==> src/rtl/nfc_cmd_regfile_if.sv <==
// AXI4-Lite bus bundle for the NFC command/status register file.
interface nfc_cmd_regfile_if #(
  parameter int AXI_ADDR_WIDTH = 7,
  parameter int AXI_DATA_WIDTH = 32
);
  logic [AXI_ADDR_WIDTH-1:0]   awaddr;
  logic [2:0]                  awprot;
  logic                        awvalid;
  logic                        awready;
  logic [AXI_DATA_WIDTH-1:0]   wdata;
  logic [AXI_DATA_WIDTH/8-1:0] wstrb;
  logic                        wvalid;
  logic                        wready;
  logic [1:0]                  bresp;
  logic                        bvalid;
  logic                        bready;
  logic [AXI_ADDR_WIDTH-1:0]   araddr;
  logic [2:0]                  arprot;
  logic                        arvalid;
  logic                        arready;
  logic [AXI_DATA_WIDTH-1:0]   rdata;
  logic [1:0]                  rresp;
  logic                        rvalid;
  logic                        rready;

  modport master (
    output awaddr, awprot, awvalid, wdata, wstrb, wvalid, bready,
    output araddr, arprot, arvalid, rready,
    input  awready, wready, bresp, bvalid, arready, rdata, rresp, rvalid
  );

  modport slave (
    input  awaddr, awprot, awvalid, wdata, wstrb, wvalid, bready,
    input  araddr, arprot, arvalid, rready,
    output awready, wready, bresp, bvalid, arready, rdata, rresp, rvalid
  );
endinterface

==> src/rtl/nfc_cmd_regfile.sv <==
// NFC command staging registers, doorbell-fed command FIFO and per-channel status readback.
// Optional interrupt block enabled by defining NFC_CMD_IRQ_EN.
module nfc_cmd_regfile #(
  parameter int AXI_DATA_WIDTH = 32,
  parameter int AXI_ADDR_WIDTH = 7,
  parameter int NUM_CH         = 4,
  parameter int CMD_DEPTH      = 4,
  localparam int CH_W          = (NUM_CH > 1) ? $clog2(NUM_CH) : 1
) (
  input  logic                  S_AXI_ACLK,
  input  logic                  S_AXI_ARESETN,
  nfc_cmd_regfile_if.slave      s_axi,
  output logic                  nfc_cmd_valid,
  input  logic                  nfc_cmd_ready,
  output logic [15:0]           nfc_cmd_opcode,
  output logic [23:0]           nfc_cmd_len,
  output logic [47:0]           nfc_cmd_lba,
  output logic [CH_W-1:0]       nfc_cmd_ch,
  input  logic [NUM_CH*8-1:0]   o_sr,
  input  logic [NUM_CH*2-1:0]   o_status
`ifdef NFC_CMD_IRQ_EN
  ,
  output logic                  irq
`endif
);
  // state  | meaning
  // W_IDLE | waiting for AW and W together
  // W_ACK  | AWREADY/WREADY high, register update and push at end of cycle
  // W_RESP | BVALID held until BREADY
  // R_IDLE | waiting for AR
  // R_ACK  | ARREADY high, read data captured at end of cycle
  // R_DATA | RVALID held until RREADY

  localparam int WA    = AXI_ADDR_WIDTH - 2;
  localparam int PW    = $clog2(CMD_DEPTH);
  localparam int CW    = PW + 1;
  localparam int ENT_W = CH_W + 88;

  localparam logic [WA-1:0] A_OPCODE   = WA'(0);
  localparam logic [WA-1:0] A_LEN      = WA'(1);
  localparam logic [WA-1:0] A_LBA_LO   = WA'(2);
  localparam logic [WA-1:0] A_LBA_HI   = WA'(3);
  localparam logic [WA-1:0] A_DOORBELL = WA'(4);
  localparam logic [WA-1:0] A_FSTAT    = WA'(5);
`ifdef NFC_CMD_IRQ_EN
  localparam logic [WA-1:0] A_IRQ_STAT = WA'(6);
  localparam logic [WA-1:0] A_IRQ_MASK = WA'(7);
`endif
  localparam logic [WA-1:0] A_CH0      = WA'(16);
  localparam logic [WA-1:0] A_CH_END   = WA'(16 + NUM_CH);

  typedef enum logic [1:0] {W_IDLE, W_ACK, W_RESP} wr_state_t;
  typedef enum logic [1:0] {R_IDLE, R_ACK, R_DATA} rd_state_t;

  wr_state_t wr_q, wr_nxt;
  rd_state_t rd_q, rd_nxt;

  logic [15:0]               opcode_q;
  logic [23:0]               len_q;
  logic [31:0]               lba_lo_q;
  logic [15:0]               lba_hi_q;
  logic                      ovf_q;
  logic [1:0]                bresp_q;
  logic [1:0]                rresp_q;
  logic [AXI_DATA_WIDTH-1:0] rdata_q;
  logic [NUM_CH*8-1:0]       sr_q;
  logic [NUM_CH*2-1:0]       st_q;

  logic [ENT_W-1:0] mem [CMD_DEPTH];
  logic [PW-1:0]    wr_ptr, rd_ptr;
  logic [CW-1:0]    count;
  logic [ENT_W-1:0] head, push_ent;

  logic [WA-1:0]             waddr, raddr;
  logic [AXI_DATA_WIDTH-1:0] wmask;
  logic [AXI_DATA_WIDTH-1:0] rd_data;
  logic                      rd_err;
  logic wr_en, wr_hit, wr_err, db_req, db_ch_bad, push, pop, ovf_evt, full, empty;

`ifdef NFC_CMD_IRQ_EN
  logic [1:0] irq_stat_q, irq_mask_q, irq_stat_nxt, irq_mask_nxt;
`endif

  logic unused_bits;
  assign unused_bits = ^{s_axi.awprot, s_axi.arprot, s_axi.awaddr[1:0], s_axi.araddr[1:0]};

  always_ff @(posedge S_AXI_ACLK or negedge S_AXI_ARESETN) begin
    if (!S_AXI_ARESETN) begin
      wr_q <= W_IDLE;
      rd_q <= R_IDLE;
    end else begin
      wr_q <= wr_nxt;
      rd_q <= rd_nxt;
    end
  end

  always_comb begin
    wr_nxt = wr_q;
    case (wr_q)
      W_IDLE:  if (s_axi.awvalid && s_axi.wvalid) wr_nxt = W_ACK;
      W_ACK:   wr_nxt = W_RESP;
      W_RESP:  if (s_axi.bready) wr_nxt = W_IDLE;
      default: wr_nxt = W_IDLE;
    endcase
  end

  always_comb begin
    rd_nxt = rd_q;
    case (rd_q)
      R_IDLE:  if (s_axi.arvalid) rd_nxt = R_ACK;
      R_ACK:   rd_nxt = R_DATA;
      R_DATA:  if (s_axi.rready) rd_nxt = R_IDLE;
      default: rd_nxt = R_IDLE;
    endcase
  end

  assign s_axi.awready = (wr_q == W_ACK);
  assign s_axi.wready  = (wr_q == W_ACK);
  assign s_axi.bvalid  = (wr_q == W_RESP);
  assign s_axi.bresp   = bresp_q;
  assign s_axi.arready = (rd_q == R_ACK);
  assign s_axi.rvalid  = (rd_q == R_DATA);
  assign s_axi.rdata   = rdata_q;
  assign s_axi.rresp   = rresp_q;

  assign waddr = s_axi.awaddr[AXI_ADDR_WIDTH-1:2];
  assign raddr = s_axi.araddr[AXI_ADDR_WIDTH-1:2];
  assign wr_en = (wr_q == W_ACK);

  always_comb begin
    wmask = '0;
    for (int b = 0; b < AXI_DATA_WIDTH/8; b++) wmask[8*b +: 8] = {8{s_axi.wstrb[b]}};
  end

  always_comb begin
    wr_hit = 1'b0;
    case (waddr)
      A_OPCODE, A_LEN, A_LBA_LO, A_LBA_HI, A_DOORBELL, A_FSTAT: wr_hit = 1'b1;
`ifdef NFC_CMD_IRQ_EN
      A_IRQ_STAT, A_IRQ_MASK: wr_hit = 1'b1;
`endif
      default: wr_hit = (waddr >= A_CH0) && (waddr < A_CH_END);
    endcase
  end

  assign full  = (count == CW'(CMD_DEPTH));
  assign empty = (count == '0);

  // Channel range is checked on the whole byte so out-of-range numbers cannot alias onto a valid channel.
  assign db_req    = (waddr == A_DOORBELL) && s_axi.wstrb[0] && s_axi.wdata[0];
  assign db_ch_bad = (s_axi.wdata[15:8] >= 8'(NUM_CH));
  assign push      = wr_en && db_req && !db_ch_bad && !full;
  assign ovf_evt   = wr_en && db_req && !db_ch_bad && full;
  assign pop       = nfc_cmd_valid && nfc_cmd_ready;
  assign wr_err    = !wr_hit || (db_req && (db_ch_bad || full));
  assign push_ent  = {s_axi.wdata[8 +: CH_W], lba_hi_q, lba_lo_q, len_q, opcode_q};

  always_ff @(posedge S_AXI_ACLK or negedge S_AXI_ARESETN) begin
    if (!S_AXI_ARESETN) begin
      opcode_q <= '0;
      len_q    <= '0;
      lba_lo_q <= '0;
      lba_hi_q <= '0;
      ovf_q    <= 1'b0;
      bresp_q  <= 2'b00;
      rresp_q  <= 2'b00;
      rdata_q  <= '0;
      sr_q     <= '0;
      st_q     <= '0;
    end else begin
      sr_q <= o_sr;
      st_q <= o_status;
      if (wr_en) begin
        bresp_q <= wr_err ? 2'b10 : 2'b00;
        if (waddr == A_OPCODE) opcode_q <= (opcode_q & ~wmask[15:0]) | (s_axi.wdata[15:0] & wmask[15:0]);
        if (waddr == A_LEN)    len_q    <= (len_q & ~wmask[23:0]) | (s_axi.wdata[23:0] & wmask[23:0]);
        if (waddr == A_LBA_LO) lba_lo_q <= (lba_lo_q & ~wmask[31:0]) | (s_axi.wdata[31:0] & wmask[31:0]);
        if (waddr == A_LBA_HI) lba_hi_q <= (lba_hi_q & ~wmask[15:0]) | (s_axi.wdata[15:0] & wmask[15:0]);
      end
      if (ovf_evt) ovf_q <= 1'b1;
      else if (wr_en && (waddr == A_FSTAT) && s_axi.wstrb[2] && s_axi.wdata[16]) ovf_q <= 1'b0;
      if (rd_q == R_ACK) begin
        rdata_q <= rd_data;
        rresp_q <= rd_err ? 2'b10 : 2'b00;
      end
    end
  end

  always_ff @(posedge S_AXI_ACLK or negedge S_AXI_ARESETN) begin
    if (!S_AXI_ARESETN) begin
      wr_ptr <= '0;
      rd_ptr <= '0;
      count  <= '0;
      for (int i = 0; i < CMD_DEPTH; i++) mem[i] <= '0;
    end else begin
      if (push) begin
        mem[wr_ptr] <= push_ent;
        wr_ptr      <= wr_ptr + PW'(1);
      end
      if (pop) rd_ptr <= rd_ptr + PW'(1);
      count <= count + CW'(push) - CW'(pop);
    end
  end

  assign head           = mem[rd_ptr];
  assign nfc_cmd_valid  = !empty;
  assign nfc_cmd_opcode = head[15:0];
  assign nfc_cmd_len    = head[39:16];
  assign nfc_cmd_lba    = head[87:40];
  assign nfc_cmd_ch     = head[88 +: CH_W];

  always_comb begin
    rd_data = 32'hDEAD_BEEF;
    rd_err  = 1'b1;
    case (raddr)
      A_OPCODE:   begin rd_data = {16'b0, opcode_q}; rd_err = 1'b0; end
      A_LEN:      begin rd_data = {8'b0, len_q};     rd_err = 1'b0; end
      A_LBA_LO:   begin rd_data = lba_lo_q;          rd_err = 1'b0; end
      A_LBA_HI:   begin rd_data = {16'b0, lba_hi_q}; rd_err = 1'b0; end
      A_DOORBELL: begin rd_data = '0;                rd_err = 1'b0; end
      A_FSTAT: begin
        rd_data = {15'b0, ovf_q, 6'b0, full, empty, 8'(count)};
        rd_err  = 1'b0;
      end
`ifdef NFC_CMD_IRQ_EN
      A_IRQ_STAT: begin rd_data = {30'b0, irq_stat_q}; rd_err = 1'b0; end
      A_IRQ_MASK: begin rd_data = {30'b0, irq_mask_q}; rd_err = 1'b0; end
`endif
      default: ;
    endcase
    for (int c = 0; c < NUM_CH; c++) begin
      if (raddr == A_CH0 + WA'(c)) begin
        rd_data = {22'b0, st_q[2*c +: 2], sr_q[8*c +: 8]};
        rd_err  = 1'b0;
      end
    end
  end

`ifdef NFC_CMD_IRQ_EN
  // Sets are applied after the W1C clear so a same-cycle event is never lost.
  always_comb begin
    irq_stat_nxt = irq_stat_q;
    irq_mask_nxt = irq_mask_q;
    if (wr_en && (waddr == A_IRQ_STAT) && s_axi.wstrb[0]) irq_stat_nxt = irq_stat_q & ~s_axi.wdata[1:0];
    if (wr_en && (waddr == A_IRQ_MASK) && s_axi.wstrb[0]) irq_mask_nxt = s_axi.wdata[1:0];
    if (pop && !push && (count == CW'(1))) irq_stat_nxt[0] = 1'b1;
    if (ovf_evt) irq_stat_nxt[1] = 1'b1;
  end

  always_ff @(posedge S_AXI_ACLK or negedge S_AXI_ARESETN) begin
    if (!S_AXI_ARESETN) begin
      irq_stat_q <= 2'b00;
      irq_mask_q <= 2'b00;
      irq        <= 1'b0;
    end else begin
      irq_stat_q <= irq_stat_nxt;
      irq_mask_q <= irq_mask_nxt;
      irq        <= |(irq_stat_nxt & irq_mask_nxt);
    end
  end
`endif

endmodule

==> src/flat_wrapper.sv <==
// flat-port wrapper written by rule: the top's interface ports become plain ports
module nfc_cmd_regfile_flat 
#(
  parameter int AXI_DATA_WIDTH = 32,
  parameter int AXI_ADDR_WIDTH = 7,
  parameter int NUM_CH         = 4,
  parameter int CMD_DEPTH      = 4,
  localparam int CH_W          = (NUM_CH > 1) ? $clog2(NUM_CH) : 1
)
  (S_AXI_ACLK, S_AXI_ARESETN, nfc_cmd_valid, nfc_cmd_ready, nfc_cmd_opcode, nfc_cmd_len, nfc_cmd_lba, nfc_cmd_ch, o_sr, o_status, s_axi_awaddr, s_axi_awprot, s_axi_awvalid, s_axi_wdata, s_axi_wstrb, s_axi_wvalid, s_axi_bready, s_axi_araddr, s_axi_arprot, s_axi_arvalid, s_axi_rready, s_axi_awready, s_axi_wready, s_axi_bresp, s_axi_bvalid, s_axi_arready, s_axi_rdata, s_axi_rresp, s_axi_rvalid);
  nfc_cmd_regfile_if #(.AXI_ADDR_WIDTH(AXI_ADDR_WIDTH), .AXI_DATA_WIDTH(AXI_DATA_WIDTH)) s_axi_i ();
  input  logic S_AXI_ACLK;
  input  logic S_AXI_ARESETN;
  output logic nfc_cmd_valid;
  input  logic nfc_cmd_ready;
  output logic [15:0] nfc_cmd_opcode;
  output logic [23:0] nfc_cmd_len;
  output logic [47:0] nfc_cmd_lba;
  output logic [CH_W-1:0] nfc_cmd_ch;
  input  logic [NUM_CH*8-1:0] o_sr;
  input  logic [NUM_CH*2-1:0] o_status;
  input wire logic [$bits(s_axi_i.awaddr)-1:0] s_axi_awaddr;
  input wire logic [$bits(s_axi_i.awprot)-1:0] s_axi_awprot;
  input wire logic [$bits(s_axi_i.awvalid)-1:0] s_axi_awvalid;
  input wire logic [$bits(s_axi_i.wdata)-1:0] s_axi_wdata;
  input wire logic [$bits(s_axi_i.wstrb)-1:0] s_axi_wstrb;
  input wire logic [$bits(s_axi_i.wvalid)-1:0] s_axi_wvalid;
  input wire logic [$bits(s_axi_i.bready)-1:0] s_axi_bready;
  input wire logic [$bits(s_axi_i.araddr)-1:0] s_axi_araddr;
  input wire logic [$bits(s_axi_i.arprot)-1:0] s_axi_arprot;
  input wire logic [$bits(s_axi_i.arvalid)-1:0] s_axi_arvalid;
  input wire logic [$bits(s_axi_i.rready)-1:0] s_axi_rready;
  output wire logic [$bits(s_axi_i.awready)-1:0] s_axi_awready;
  output wire logic [$bits(s_axi_i.wready)-1:0] s_axi_wready;
  output wire logic [$bits(s_axi_i.bresp)-1:0] s_axi_bresp;
  output wire logic [$bits(s_axi_i.bvalid)-1:0] s_axi_bvalid;
  output wire logic [$bits(s_axi_i.arready)-1:0] s_axi_arready;
  output wire logic [$bits(s_axi_i.rdata)-1:0] s_axi_rdata;
  output wire logic [$bits(s_axi_i.rresp)-1:0] s_axi_rresp;
  output wire logic [$bits(s_axi_i.rvalid)-1:0] s_axi_rvalid;
  assign s_axi_i.awaddr = s_axi_awaddr;
  assign s_axi_i.awprot = s_axi_awprot;
  assign s_axi_i.awvalid = s_axi_awvalid;
  assign s_axi_i.wdata = s_axi_wdata;
  assign s_axi_i.wstrb = s_axi_wstrb;
  assign s_axi_i.wvalid = s_axi_wvalid;
  assign s_axi_i.bready = s_axi_bready;
  assign s_axi_i.araddr = s_axi_araddr;
  assign s_axi_i.arprot = s_axi_arprot;
  assign s_axi_i.arvalid = s_axi_arvalid;
  assign s_axi_i.rready = s_axi_rready;
  assign s_axi_awready = s_axi_i.awready;
  assign s_axi_wready = s_axi_i.wready;
  assign s_axi_bresp = s_axi_i.bresp;
  assign s_axi_bvalid = s_axi_i.bvalid;
  assign s_axi_arready = s_axi_i.arready;
  assign s_axi_rdata = s_axi_i.rdata;
  assign s_axi_rresp = s_axi_i.rresp;
  assign s_axi_rvalid = s_axi_i.rvalid;
  nfc_cmd_regfile #(.AXI_DATA_WIDTH(AXI_DATA_WIDTH), .AXI_ADDR_WIDTH(AXI_ADDR_WIDTH), .NUM_CH(NUM_CH), .CMD_DEPTH(CMD_DEPTH)) u_core (.S_AXI_ACLK(S_AXI_ACLK), .S_AXI_ARESETN(S_AXI_ARESETN), .s_axi(s_axi_i), .nfc_cmd_valid(nfc_cmd_valid), .nfc_cmd_ready(nfc_cmd_ready), .nfc_cmd_opcode(nfc_cmd_opcode), .nfc_cmd_len(nfc_cmd_len), .nfc_cmd_lba(nfc_cmd_lba), .nfc_cmd_ch(nfc_cmd_ch), .o_sr(o_sr), .o_status(o_status));
endmodule
==> config.mk <==
export PLATFORM = sky130hd
export DESIGN_NAME = nfc_cmd_regfile_flat
export DESIGN_NICKNAME = d
export VERILOG_FILES = /design/src/rtl/nfc_cmd_regfile_if.sv /design/src/rtl/nfc_cmd_regfile.sv /design/src/flat_wrapper.sv
export SDC_FILE = /design/constraint.sdc
export NUM_CORES = 1
export LEC_CHECK = 0
export BUFFER_PORTS_ARGS = -buffer_cell sky130_fd_sc_hd__buf_2
export CORE_MARGIN = 2
export CORE_UTILIZATION = 65
export CTS_BUF_LIST = sky130_fd_sc_hd__clkbuf_2 sky130_fd_sc_hd__clkbuf_4 sky130_fd_sc_hd__clkbuf_8
export DETAILED_ROUTE_END_ITERATION = 12
export MAX_ROUTING_LAYER = met4
export PLACE_DENSITY = 0.87
export SYNTH_ARGS = -nofsm -noshare
export SYNTH_HDL_FRONTEND = slang
export SYNTH_SLANG_ARGS = --single-unit
==> constraint.sdc <==
create_clock -name S_AXI_ACLK -period 4.2 [get_ports S_AXI_ACLK]
set_clock_uncertainty 0.2 [all_clocks]
set_input_delay 0.42 -clock S_AXI_ACLK [delete_from_list [all_inputs] [get_ports S_AXI_ACLK]]
set_output_delay 0.42 -clock S_AXI_ACLK [all_outputs]
set_load 0.005 [all_outputs]
Word level (Yosys, flattened, before mapping) --
Cells that the tools add are included.
Word-level totals: word-level logic and storage cells 129, output and inout port bits 132, input port bits 104, register bits 536
Cells by class: reduce and logical (&&, ||, !) cells 34, $add $sub $neg 4, mux-type cells 27, order comparisons 6, equality and inequality tests 23, bitwise gates (word level) 16
Operators with widths (number):
- 360-bit bitwise mux | 1
- 90-bit 2-to-1 mux | 3
- 32-bit case mux with 6 select lines | 1
- 90-bit binary-select mux with 2-bit select | 1
- 90-bit demux with 2-bit select | 1
- 32-bit 2-to-1 mux | 4
- 32-bit bitwise AND | 2
- 16-bit bitwise AND | 3
- 24-bit bitwise AND | 2
- 32-bit NOT | 1
- 16-bit OR | 2
- 32-bit OR | 1
- 24-bit NOT | 1
- 24-bit OR | 1
- 5-bit by 2-bit == test with 1-bit output, second input constant | 4
- 5-bit by 3-bit == test with 1-bit output, second input constant | 4
- 5-bit == test, second input constant | 4
- 16-bit NOT | 1
- 1-bit logical AND | 14
- 2-bit 2-to-1 mux | 6
- 2-bit case mux with 3 select lines | 2
- 2-bit AND reduction | 6
- 6-bit OR reduction | 2
- 5-bit by 1-bit == test with 1-bit output, second input constant | 2
- 21 further kinds | 41

Longest topological paths before layout --
depth in word-level cells 8, gate-level depth with buffers 9

Worst setup path before layout --
OpenSTA, ideal clock, no wires.
path kind flip-flop to flip-flop, from register u_core.wr_q[1], to register u_core.count[2], arrival 2452 ps, cell stages (with the launch flop) 10, buffers on the path 1, setup slack 1423 ps, cells stage by stage dfrtp_1 > nand2b_1 > or4_1 > clkbuf_1 > nor4_4 > ha_1 > inv_1 > fa_1 > xnor2_1 > xnor2_1
Between the ends: longest elaborated chain between the ends 6
Ends and longest elaborated chain:
- from (decl) | line nfc_cmd_regfile.sv:55 | wr_state_t wr_q, wr_nxt;
- from (signal assigned) | line nfc_cmd_regfile.sv:92 | wr_q <= wr_nxt;
- 2-bit by 1-bit == test with 1-bit output | line nfc_cmd_regfile.sv:128 | assign wr_en = (wr_q == W_ACK);
- 1-bit logical AND (3 in a row) | line nfc_cmd_regfile.sv:152 | assign push = wr_en && db_req && !db_ch_bad && !full;
- net u_core.push | line nfc_cmd_regfile.sv:78 | logic wr_en, wr_hit, wr_err, db_req, db_ch_bad, push, pop, ovf_evt, full, empty;
- 3-bit by 1-bit adder with 3-bit output | line nfc_cmd_regfile.sv:201 | count <= count + CW'(push) - CW'(pop);
- 3-bit by 1-bit subtractor with 3-bit output | line nfc_cmd_regfile.sv:201
- to (signal assigned) | line nfc_cmd_regfile.sv:201
- to (decl) | line nfc_cmd_regfile.sv:71 | logic [CW-1:0] count;
The timed path passes the listed nets, and every way through them passes these cells. A chain may end at the register's enable or synchronous reset.

Worst setup path in the final report --
from register u_core.wr_q[1], to register u_core.mem[144] (netlist bit)
Between the ends: longest elaborated chain between the ends 4
Ends and longest elaborated chain:
- 2-bit by 1-bit == test with 1-bit output | line nfc_cmd_regfile.sv:128
- 1-bit logical AND (3 in a row) | line nfc_cmd_regfile.sv:152
- net u_core.push | line nfc_cmd_regfile.sv:78
- to (signal, indexed assignment) | line nfc_cmd_regfile.sv:197 | mem[wr_ptr] <= push_ent;
- to (decl) | line nfc_cmd_regfile.sv:69 | logic [ENT_W-1:0] mem [CMD_DEPTH];
The timed path passes the listed nets, and every way through them passes these cells.

==> flow_summary.yaml <==
placement:
  dp_hpwl_mm: 36.6
  io_buffers: 223
  dpl_cell_area_um2: 24400
  place_congestion: 0.888
  pre_cts_slack_ns: 0.774
sta:
  max_freq_ghz: 0.293
  finalSetupTns_ns: 0
  layout_min_cycle_time_ns: 3.41
  rsz0062_at_grt: "no"
  worstMarginPinSlew_ns: 1.14
  slew_headroom: 0.231
  finalCritPeriodShare: 0.812
  report.final.slew_viol_count: 0
  hold_viol_final: 0
  setup-violations-final: 0
  worst_slack_ns: 0.788
cts:
  cts_resized: 0
  ctsHoldBuffers: 81
  cts_sinks: 534
  clk_pin_slew_ns: 0.06
  h-tree-depth: 3
  cts_tree: "built"
  cts_root_buf: "clkbuf_8"
  clock_latency_ns: 0.64
  ctsLongestPathBuffers: 3
  post-cts-setup-buffer-count: 0
  cts_buffers: 84
yosys:
  async_flop_share: 1.00
  synth-edff-count: 0
  synth_largest_area_cell: "dfrtp_1"
  synthesis.instances: 1450
  synth-main-ff-cell: "dfrtp_1"
  synth_area_leaders: "dfrtp_1 (59%), mux2_2 (23%), mux4_2 (9.5%)"
  ys_types: 50
  netlist_top_cells_count: "dfrtp_1 (534), mux2_2 (452), mux4_2 (95), clkbuf_1 (68), nand2_1 (54)"
  synth_most_common_cell: "dfrtp_1"
  yosysSeqAreaShare: 0.591
  yosysWarningCount: 0
  synth_top_area_share: 0.591
  syn_area_um2: 22600
  ys_seq_elements: 534
  synth_area_per_cell_um2: 15.6
cells_and_area:
  num-nets-final: 1896
  drive_gt1_frac: 0.516
  syn_to_final_growth_pct: 18.7
  final_area_um2: 26800
  fillers: 1839
  post-route-util: 0.781
flow_run:
  max_cap_violations: 0
drt:
  drtIter0Drc: 1532
  drt_pass1_iterations: 10
  avgRoutedWirePerCell_um: 26.7
  vias: 14896
  ant_nets: 0
  wl_mm: 61.3
  via_per_inst: 6.48
  drc: 0
die:
  dieWidth_um: 191
  ios: 236
  start_util: 0.658
  coreArea_um2: 34400
  die_y_um: 191
  row_count: 68
  dieArea_um2: 36300
power_and_ir_drop:
  p_leak_nw: 13.7
  combPwrFrac: 0.147
  vdd_drop_max_v: 0.000345
  p_sw_mw: 3.41
  switching_share: 0.283
  power_frac_seq: 0.485
  p_per_area_nw_per_um2: 449
  pwr-share-clk: 0.368
  p_int_mw: 8.65
worst_setup_path:
  cp-start-kind: "register"
  worstSetupEndpointType: "register"
  crit_type: "reg -> reg"
  critPathRequiredTime_ns: 4.50
  cp.arrival_ns: 3.71
  critPathMaxFanout: 53
global_routing:
  grt_pass1_vias: 16163
  antenna_found_initial: 8
  gr-usage-all-layers: 0.360
  grt_pass1_wl_mm: 94.4
  grt_overflow: 0
  grt_max_degree: 128
hold_path:
  hp-class: "in -> reg"
status:
  status: "finished, final reports clean"
==> critical path, cell delays in order, from the launching register on <==
cell	delay, ns
dfrtp_1	0.39
nand2b_1	0.22
or4_1	0.63
nor4_4	0.59
nand2_4	0.48
buf_12	0.40
mux2_2	0.32
==> power by group through the flow <==
stage	clock (mW)	sequential [mW]	combinational, mW
2_1_floorplan	0	5.66	1.13
3_3_place_gp	0	5.89	1.61
3_5_place_dp	0	5.91	1.66
4_1_cts	4.43	5.83	1.74
5_1_grt	4.73	5.88	1.89
6_report	4.44	5.84	1.77
==> cell usage in the layout, fill, tap and decap left out, types with 11 or more instances in the layout <==
master | synthesis | routed
mux4_2 | 95 | 95
nor2_1 | 24 | 24
nand2_1 | 54 | 50
dlygate4sd3_1 | 0 | 81
clkbuf_8 | 0 | 103
nand3_1 | 27 | 27
a21oi_1 | 17 | 17
clkbuf_4 | 0 | 28
o21ai_0 | 22 | 22
inv_1 | 12 | 12
buf_2 | 0 | 222
a221oi_1 | 14 | 14
mux2_2 | 452 | 452
nor2b_1 | 11 | 11
mux2i_1 | 11 | 11
buf_4 | 3 | 21
dfrtp_1 | 534 | 532
==> path summary, 6_finish.rpt <==
path	from	depth (start not counted)	end	slack, ns
min in group asynchronous	S_AXI_ARESETN	2	u_core.mem[214]$_DFFE_PN0P_	0.14
min	nfc_cmd_ready	3	u_core.rd_ptr[0]$_DFFE_PN0P_	0.07
max in group asynchronous	S_AXI_ARESETN	3	u_core.rd_ptr[0]$_DFFE_PN0P_	2.57
max reg2reg	u_core.wr_q[1]$_DFFE_PN0P_	6	u_core.mem[144]$_DFFE_PN0P_	0.79
min reg2reg	u_core.wr_q[1]$_DFFE_PN0P_	1	u_core.wr_q[0]$_DFFE_PN0P_	0.26
max	u_core.wr_q[1]$_DFFE_PN0P_	6	u_core.mem[144]$_DFFE_PN0P_	0.79
==> routing by layer <==
| metal | wire length [um] | vias up | global-route usage |
|---|---|---|---|
| met5 | 0 | - | - |
| met3 | 5000 | 252 | 0.0769 |
| met4 | 3560 | 0 | 0.205 |
| met2 | 29800 | 827 | 0.552 |
| li1 | - | 6053 | - |
| met1 | 23000 | 7764 | 0.452 |
==> cell families (layout without fill, tap and decap cells) <==
family | after synthesis | after routing | synth area share
compound gates | 92 | 92 | 0.0274
xor+xnor | 5 | 5 | 0.00194
fa+ha+maj | 7 | 7 | 0.00421
buf+inv | 99 | 484 | 0.0169
flops | 534 | 534 | 0.591
mux | 558 | 558 | 0.325
other cells | 1 | 10 | 0.000166
simple gates | 154 | 154 | 0.0338
==> area by class of cell <==
class,instances,area (um^2),share of cell area
antenna,8,20.0,0.000746
clock buffer,131,1630,0.0606
clock inverter,6,35.0,0.00130
inverter,13,48.8,0.00182
multi-input combinational,818,8900,0.332
sequential,534,13400,0.498
tap,455,569,0.0212
timing repair buffer,334,2270,0.0847
==> stage by stage <==
stage | std cells | hold WS (ns) | total power, mW
final | 2299 | 0.0688 | 12.1
after global routing | 2299 | 0.0388 | 12.5
after CTS | 2291 | 0.0149 | 12.0
after detailed placement | 2073 | 0.204 | 7.58
after global placement | 2073 | 0.198 | 7.51
after floorplan | 1451 | -0.0756 | 6.79
Note: power is estimated with default switching activity, not from simulation.
